[src/rtl/set_ctrl_multipass.sv]
// Multi-pass SET controller: START/BUSY passes, then DONE with optional valid/ack hold.
// Sequences the accumulator datapath and coordinate generator for each evaluation pass.
module set_ctrl_multipass #(
  parameter int CNT_W      = 4,
  parameter int PASS_W     = 2,
  parameter bit HOLD_VALID = 1'b0
) (
  input  logic              clk_i,
  input  logic              rst_i,
  input  logic              en_i,
  input  logic [CNT_W-1:0]  busy_len_i,
  input  logic [PASS_W-1:0] pass_num_i,
  input  logic              abort_i,
  input  logic              ack_i,
  output logic              valid_o,
  output logic              busy_o,
  output logic              acc_en_o,
  output logic              acc_clear_o,
  output logic              coord_en_o,
  output logic              buffer_en_o,
  output logic              clear_o,
  output logic [PASS_W-1:0] pass_idx_o,
  output logic [CNT_W-1:0]  cnt_o
);

  typedef enum logic [1:0] {
    S_IDLE  = 2'd0,
    S_START = 2'd1,
    S_BUSY  = 2'd2,
    S_DONE  = 2'd3
  } state_t;

  localparam logic [CNT_W-1:0]  ONE_C = CNT_W'(1);
  localparam logic [PASS_W-1:0] ONE_P = PASS_W'(1);

  state_t              state_q, state_d;
  logic [CNT_W-1:0]    cnt_q, cnt_d;
  logic [CNT_W-1:0]    len_q, len_d;
  logic [PASS_W-1:0]   pidx_q, pidx_d;
  logic [PASS_W-1:0]   passes_q, passes_d;
  logic                done_exit;

  assign done_exit = (!HOLD_VALID) || ack_i;

  always_comb begin
    state_d  = state_q;
    cnt_d    = cnt_q;
    len_d    = len_q;
    pidx_d   = pidx_q;
    passes_d = passes_q;
    case (state_q)
      S_IDLE: begin
        if (en_i) begin
          state_d  = S_START;
          len_d    = busy_len_i;
          passes_d = (pass_num_i == '0) ? ONE_P : pass_num_i;
          pidx_d   = '0;
          cnt_d    = '0;
        end
      end
      S_START: begin
        if (abort_i) begin
          state_d = S_IDLE;
        end else begin
          state_d = S_BUSY;
          cnt_d   = '0;
        end
      end
      S_BUSY: begin
        // Abort wins over terminal count; counter stops at len so it never wraps.
        if (abort_i) begin
          state_d = S_IDLE;
        end else if (cnt_q == len_q) begin
          if (pidx_q == passes_q - ONE_P) begin
            state_d = S_DONE;
          end else begin
            state_d = S_START;
            pidx_d  = pidx_q + ONE_P;
          end
        end else begin
          cnt_d = cnt_q + ONE_C;
        end
      end
      S_DONE: begin
        if (done_exit) state_d = S_IDLE;
      end
      default: state_d = S_IDLE;
    endcase
  end

  always_ff @(posedge clk_i or posedge rst_i) begin
    if (rst_i) begin
      state_q  <= S_IDLE;
      cnt_q    <= '0;
      len_q    <= '0;
      pidx_q   <= '0;
      passes_q <= ONE_P;
    end else begin
      state_q  <= state_d;
      cnt_q    <= cnt_d;
      len_q    <= len_d;
      pidx_q   <= pidx_d;
      passes_q <= passes_d;
    end
  end

  assign valid_o     = (state_q == S_DONE);
  assign busy_o      = (state_q != S_IDLE);
  assign acc_en_o    = (state_q == S_BUSY);
  assign acc_clear_o = (state_q == S_START);
  assign coord_en_o  = (state_q == S_START);
  assign buffer_en_o = (state_q == S_IDLE) && en_i;
  assign clear_o     = (state_q == S_DONE) && done_exit;
  assign pass_idx_o  = pidx_q;
  assign cnt_o       = cnt_q;

endmodule
[config.mk]
export PLATFORM = sky130hd
export DESIGN_NAME = set_ctrl_multipass
export DESIGN_NICKNAME = d
export VERILOG_FILES = /design/src/rtl/set_ctrl_multipass.sv
export SDC_FILE = /design/constraint.sdc
export NUM_CORES = 1
export LEC_CHECK = 0
export ABC_AREA = 1
export BUFFER_PORTS_ARGS = -buffer_cell sky130_fd_sc_hd__buf_4
export CAP_MARGIN = 20
export CORE_UTILIZATION = 45
export DETAILED_ROUTE_END_ITERATION = 12
export GPL_TIMING_DRIVEN = 0
export PLACE_DENSITY = 0.81
export SLEW_MARGIN = 20
export SYNTH_ARGS = -nofsm -noshare
export SYNTH_HDL_FRONTEND = slang
export SYNTH_SLANG_ARGS = --single-unit
[constraint.sdc]
create_clock -name clk_i -period 1.1 [get_ports clk_i]
set_input_delay 0.33 -clock clk_i [delete_from_list [all_inputs] [get_ports clk_i]]
set_output_delay 0.33 -clock clk_i [all_outputs]
set_load 0.01 [all_outputs]
==> results of run 1 <==
==> kinds of logic (layout without fill, tap and decap cells) <==
family / count (synthesis) / count (layout) / synth area share
fa+ha+maj: 1 / 1 / 0.0149
compound gates: 12 / 12 / 0.0774
xor+xnor: 3 / 3 / 0.0313
buf+inv: 26 / 73 / 0.126
flops: 14 / 14 / 0.418
simple gates: 64 / 64 / 0.332
==> stage by stage <==
stage	util	hold slack (ns)
4_1_cts	0.751	0.0958
3_3_place_gp	0.599	0.399
3_5_place_dp	0.599	0.406
5_1_grt	0.799	0.110
2_1_floorplan	-	0.218
6_report	0.799	0.0885
==> path summary, 6_finish.rpt <==
kind | start | endpoint | slack (ns) | depth (start not counted)
hold reg to reg | passes_q[0]$_DFFE_PP1P_ | passes_q[0]$_DFFE_PP1P_ | 0.50 | 2
hold / removal | rst_i | len_q[1]$_DFFE_PP0P_ | 0.09 | 2
setup reg to reg | state_q[1]$_DFFE_PP0P_ | cnt_o[1]$_DFFE_PP0P_ | -0.38 | 9
max in group asynchronous | rst_i | state_q[1]$_DFFE_PP0P_ | 0.61 | 2
setup / recovery | state_q[0]$_DFFE_PP0P_ | buffer_en_o | -0.44 | 5
min in group clk_i | busy_len_i[0] | len_q[0]$_DFFE_PP0P_ | 0.25 | 3
==> per-layer routing <==
| metal | track usage | vias up |
|---|---|---|
| li1 | - | 469 |
| met1 | 0.316 | 481 |
| met2 | 0.458 | 61 |
| met3 | 0.0600 | 11 |
| met4 | 0.139 | 0 |
| met5 | 0 | - |
==> power by group through the flow <==
stage	registers [mW]	clock network, mW	logic, mW
6_report	0.866	0.313	2.38
3_3_place_gp	0.862	0	1.29
4_1_cts	0.838	0.318	1.98
2_1_floorplan	0.858	0	0.927
5_1_grt	0.877	0.346	2.54
3_5_place_dp	0.874	0	1.36
==> cells in the mapped netlist <==
master     n
xnor2_1    1
xor2_1     2
nand2_4    1
o21ai_0    9
a31oi_1    1
nand2_2    2
dfstp_2    1
nor2_2     2
buf_2      1
nand3_1    9
o21ai_2    1
nand2_1   39
ha_1       1
dfrtp_1   13
nand4_1    4
inv_2      1
buf_4      2
nor2_1     7
clkinv_1   1
a21oi_1    1
inv_1     21
==> registers in the layout (all words and copies together), names as in the netlist <==
register	cells
cnt_o	4
len_q	4
pass_idx_o	2
passes_q	2
state_q	2
==> area by class of cell <==
cell class,instances,area (um^2),area share
multi-input combinational,80,464,0.333
timing repair buffer,43,387,0.277
sequential,14,357,0.256
inverter,23,96.3,0.0691
buffer,3,33.8,0.0242
tap,25,31.3,0.0224
clock buffer,4,26.3,0.0188
==> timing repair <==
item	CTS	global route
pin swaps	7	5
gates cloned	0	1
endpoints found under the hold margin	0	0
resized for setup	36	20
endpoints found under the setup margin	26	26
buffers inserted	16	4
==> results.sh, run 1 <==
export IMPL_clk_pin_slew_ns=0.09
export IMPL_drv_cap=0
export IMPL_hold_viol_final=0
export IMPL_cp_slowest_cell="dfrtp_1"
export IMPL_stdcell_count=192
export IMPL_syn_nets=132
export IMPL_power_mw=3.56
export IMPL_clock_skew_ns=0.00347
export IMPL_clk_latency_ns=0.28
export IMPL_vias=1022
export IMPL_nFillCells=93
export IMPL_areaGrowthSynthToFinish_pct=65.9
export IMPL_finalSetupViolations=24
export IMPL_topRoutingLayerUsed="met4"
export IMPL_end_kind="output pin"
export IMPL_cts_sinks=14
export IMPL_remaining_drc_errors=0
export IMPL_setup_tns_ns=-5.86
export IMPL_route_detailed_wl_per_inst_um=15.3
export IMPL_ioPinCount=24
export IMPL_die_x_um=45.2
export IMPL_synth_top_area_share=0.387
export IMPL_p_int_mw=1.94
export IMPL_cpPeakStageDelay_ns=0.43
export IMPL_synth_cell_types=21
export IMPL_placed_area_mm2=0.00104
export IMPL_cts_root_buf="clkbuf_4"
export IMPL_globalRouteTotalUtil=0.270
export IMPL_drive_gt1_frac=0.497
export IMPL_drtIter0Drc=58
export IMPL_syn_area_per_cell_um2=7.01
export IMPL_yosys_warnings=0
export IMPL_most_common_layout_cells="30 x nand2_1, 26 x buf_4, 20 x buf_6"
export IMPL_ir_drop_mv=1.65
export IMPL_comb_power_share=0.669
export IMPL_numPlacedInstances=167
export IMPL_tightest_slew_ns=0.555
export IMPL_cts_htree_levels=1
export IMPL_drt_vias_per_instance=5.32
export IMPL_power_frac_clock=0.088
export IMPL_postCtsHoldBufs=0
export IMPL_dr_wl_met2_um=1540
export IMPL_grt_setup_unrepaired="true"
export IMPL_crit_chain="inv_2 > nand3_4 > inv_2 > buf_6 > buf_4"
export IMPL_synth_seq_cells=14
export IMPL_crit_arrival_ns=1.21
export IMPL_antenna_found_initial=0
export IMPL_diodes=0
export IMPL_portBuffers=22
export IMPL_row_count=15
export IMPL_hpwl_um=1430
export IMPL_required_ns=0.77
export IMPL_hp_class="input port to asynchronous set/reset pin"
export IMPL_ant_nets=0
export IMPL_clk_path_buf_depth=2
export IMPL_cts_tree="done"
export IMPL_nNetsFinal=180
export IMPL_syn_cell_area_um2=841
export IMPL_finalWorstSetupSlack_ns=-0.442
export IMPL_core_mm2=0.00175
export IMPL_synth_top_area_cell="dfrtp_1"
export IMPL_start_kind="flip-flop"
export IMPL_synth_area_leaders="dfrtp_1 39%, nand2_1 17%, inv_1 9.4%"
export IMPL_switching_share=0.456
export IMPL_violations="negative setup slack"
export IMPL_syn_inst=120
export IMPL_routed_wl_met3_um=189
export IMPL_cp_max_fo=3
export IMPL_start_util=0.482
export IMPL_leakage_nw=0.751
export IMPL_grt_pass1_wl_um=3860
export IMPL_critical_path_class="flip-flop to output pin"
export IMPL_status="finished with violations"
export IMPL_grt_pass1_vias=874
export IMPL_p_sw_mw=1.62
export IMPL_dieHeight_um=45.2
export IMPL_final_area_mm2=0.00140
export IMPL_worst_path_most_repeated_cell="inv_2"
export IMPL_sequentialPowerShare=0.243
export IMPL_cts_buffers=3
export IMPL_dp_slack_ns=-0.290
export IMPL_power_density_mw_per_mm2=2550
export IMPL_final_min_clock_period_ns=1.54
export IMPL_crit_family="flip-flops"
export IMPL_die_area_mm2=0.00205
export IMPL_fmax_mhz=648
export IMPL_layout_commonest_cell="nand2_1"
export IMPL_overflow=0
export IMPL_wl_met1_um=1130
export IMPL_firstDrtPassIters=4
export IMPL_crit_buf_inv=4
export IMPL_grt_max_degree=15
export IMPL_finalMaxSlewViolations=0
export IMPL_max_slew_margin_rel=0.630
export IMPL_routed_wl_um=2930
export IMPL_ys_seq_area_frac=0.418
export IMPL_post_route_period_util=1.40
export IMPL_routabilityCongestion=0.783
Note: power is estimated with default switching activity, not from simulation.
==> run 2, diff against run 1 <==
Settings changed: MAX_ROUTING_LAYER set to met4.
==> results.sh, run 2 (synthesized netlist as in run 1, its figures left out) <==
export IMPL_clk_latency_ns=0.29
export IMPL_die_area_mm2=0.00205
export IMPL_ioPinCount=24
export IMPL_hold_viol_final=0
export IMPL_tightest_slew_ns=0.564
export IMPL_cpPeakStageDelay_ns=0.43
export IMPL_route_detailed_wl_per_inst_um=15.7
export IMPL_placed_area_mm2=0.00104
export IMPL_remaining_drc_errors=0
export IMPL_ir_drop_mv=1.71
export IMPL_r2r_cells=11
export IMPL_max_slew_margin_rel=0.624
export IMPL_cp_max_fo=3
export IMPL_firstDrtPassIters=4
export IMPL_routed_wl_um=3020
export IMPL_final_area_mm2=0.00138
export IMPL_start_kind="flip-flop"
export IMPL_drv_cap=0
export IMPL_stdcell_count=192
export IMPL_cp_slowest_cell="dfrtp_1"
export IMPL_status="finished with violations"
export IMPL_violations="negative setup slack"
export IMPL_diodes=0
export IMPL_final_min_clock_period_ns=1.57
export IMPL_grt_pass1_vias=867
export IMPL_die_x_um=45.2
export IMPL_finalSetupViolations=26
export IMPL_clk_path_buf_depth=2
export IMPL_row_count=15
export IMPL_p_sw_mw=1.63
export IMPL_cts_buffers=3
export IMPL_nNetsFinal=180
export IMPL_routabilityCongestion=0.794
export IMPL_clk_pin_slew_ns=0.09
export IMPL_power_frac_clock=0.090
export IMPL_core_mm2=0.00175
export IMPL_sequentialPowerShare=0.243
export IMPL_areaGrowthSynthToFinish_pct=64.4
export IMPL_globalRouteTotalUtil=0.278
export IMPL_overflow=0
export IMPL_crit_chain="inv_2 > nand3_4 > inv_2 > buf_6 > buf_4"
export IMPL_cts_htree_levels=1
export IMPL_drt_vias_per_instance=5.38
export IMPL_clock_skew_ns=0.00781
export IMPL_hp_class="input port to asynchronous set/reset pin"
export IMPL_most_common_layout_cells="32 x nand2_1, 27 x buf_4, 19 x buf_6"
export IMPL_dieHeight_um=45.2
export IMPL_start_util=0.482
export IMPL_cts_sinks=14
export IMPL_finalWorstSetupSlack_ns=-0.468
export IMPL_worst_path_most_repeated_cell="inv_2"
export IMPL_cts_tree="done"
export IMPL_end_kind="output pin"
export IMPL_vias=1033
export IMPL_drtIter0Drc=80
export IMPL_crit_arrival_ns=1.24
export IMPL_required_ns=0.77
export IMPL_comb_power_share=0.667
export IMPL_ant_nets=0
export IMPL_leakage_nw=0.749
export IMPL_grt_pass1_wl_um=3860
export IMPL_hpwl_um=1430
export IMPL_critical_path_class="flip-flop to output pin"
export IMPL_post_route_period_util=1.43
export IMPL_layout_commonest_cell="nand2_1"
export IMPL_antenna_found_initial=0
export IMPL_cts_root_buf="clkbuf_4"
export IMPL_power_density_mw_per_mm2=2580
export IMPL_power_mw=3.56
export IMPL_p_int_mw=1.94
export IMPL_drive_gt1_frac=0.491
export IMPL_numPlacedInstances=167
export IMPL_portBuffers=22
export IMPL_grt_max_degree=15
export IMPL_setup_tns_ns=-5.99
export IMPL_finalMaxSlewViolations=0
export IMPL_holdWs_ns=0.0850
export IMPL_grt_setup_unrepaired="true"
export IMPL_switching_share=0.457
export IMPL_fmax_mhz=638
run 2: layout make-up:
type                       count  area [um^2]
buffer                         3         33.8
clock buffer                   4         26.3
fill                         100          363
inverter                      23         96.3
multi-input combinational     80          455
sequential                    14          357
tap                           25         31.3
timing repair buffer          43          383
run 2: timing repair:
item,CTS,global route
gates resized for setup,36,18
endpoints found under the setup margin,26,26
cloned,0,1
hold buffers,0,0
setup buffers,16,4
pin swaps,7,4
run 2: worst paths after layout:
path,slack (ns),endpoint,from
worst min register to register,0.51,passes_q[0]$_DFFE_PP1P_,passes_q[0]$_DFFE_PP1P_
worst max-delay path,-0.47,buffer_en_o,state_q[0]$_DFFE_PP0P_
max in group asynchronous,0.60,state_q[1]$_DFFE_PP0P_,rst_i
worst max register to register,-0.37,pass_idx_o[1]$_DFFE_PP0P_,state_q[0]$_DFFE_PP0P_
min in group clk_i,0.24,len_q[2]$_DFFE_PP0P_,busy_len_i[2]
worst min-delay path,0.08,len_q[1]$_DFFE_PP0P_,rst_i
run 2: stage by stage:
step                utilization  setup slack [ns]
floorplan                     -           -0.0494
global placement          0.599            -0.262
detailed placement        0.599            -0.290
CTS                       0.751            -0.390
global route              0.792            -0.507
finish                    0.792            -0.468
run 2: worst max-delay path: cells and delay by family (launching register included):
family / cells / cell delay (ns)
buf+inv: 4 / 0.42
flops: 1 / 0.43
simple gates: 1 / 0.10
run 2: layer usage:
layer / part of all wire / up-vias / wire [um] / global-route usage
met5: 0 / - / 0 / -
met4: 0.043 / 0 / 131 / 0.139
met3: 0.076 / 19 / 228 / 0.0600
met2: 0.51 / 73 / 1530 / 0.461
met1: 0.37 / 479 / 1120 / 0.313
li1: - / 462 / - / -
run 2: power groups by stage:
stage	clock network (mW)	registers [mW]	logic, mW
after floorplan	0	0.858	0.927
after global placement	0	0.862	1.29
after detailed placement	0	0.874	1.36
after CTS	0.318	0.838	1.98
after global routing	0.349	0.875	2.51
final	0.320	0.866	2.38
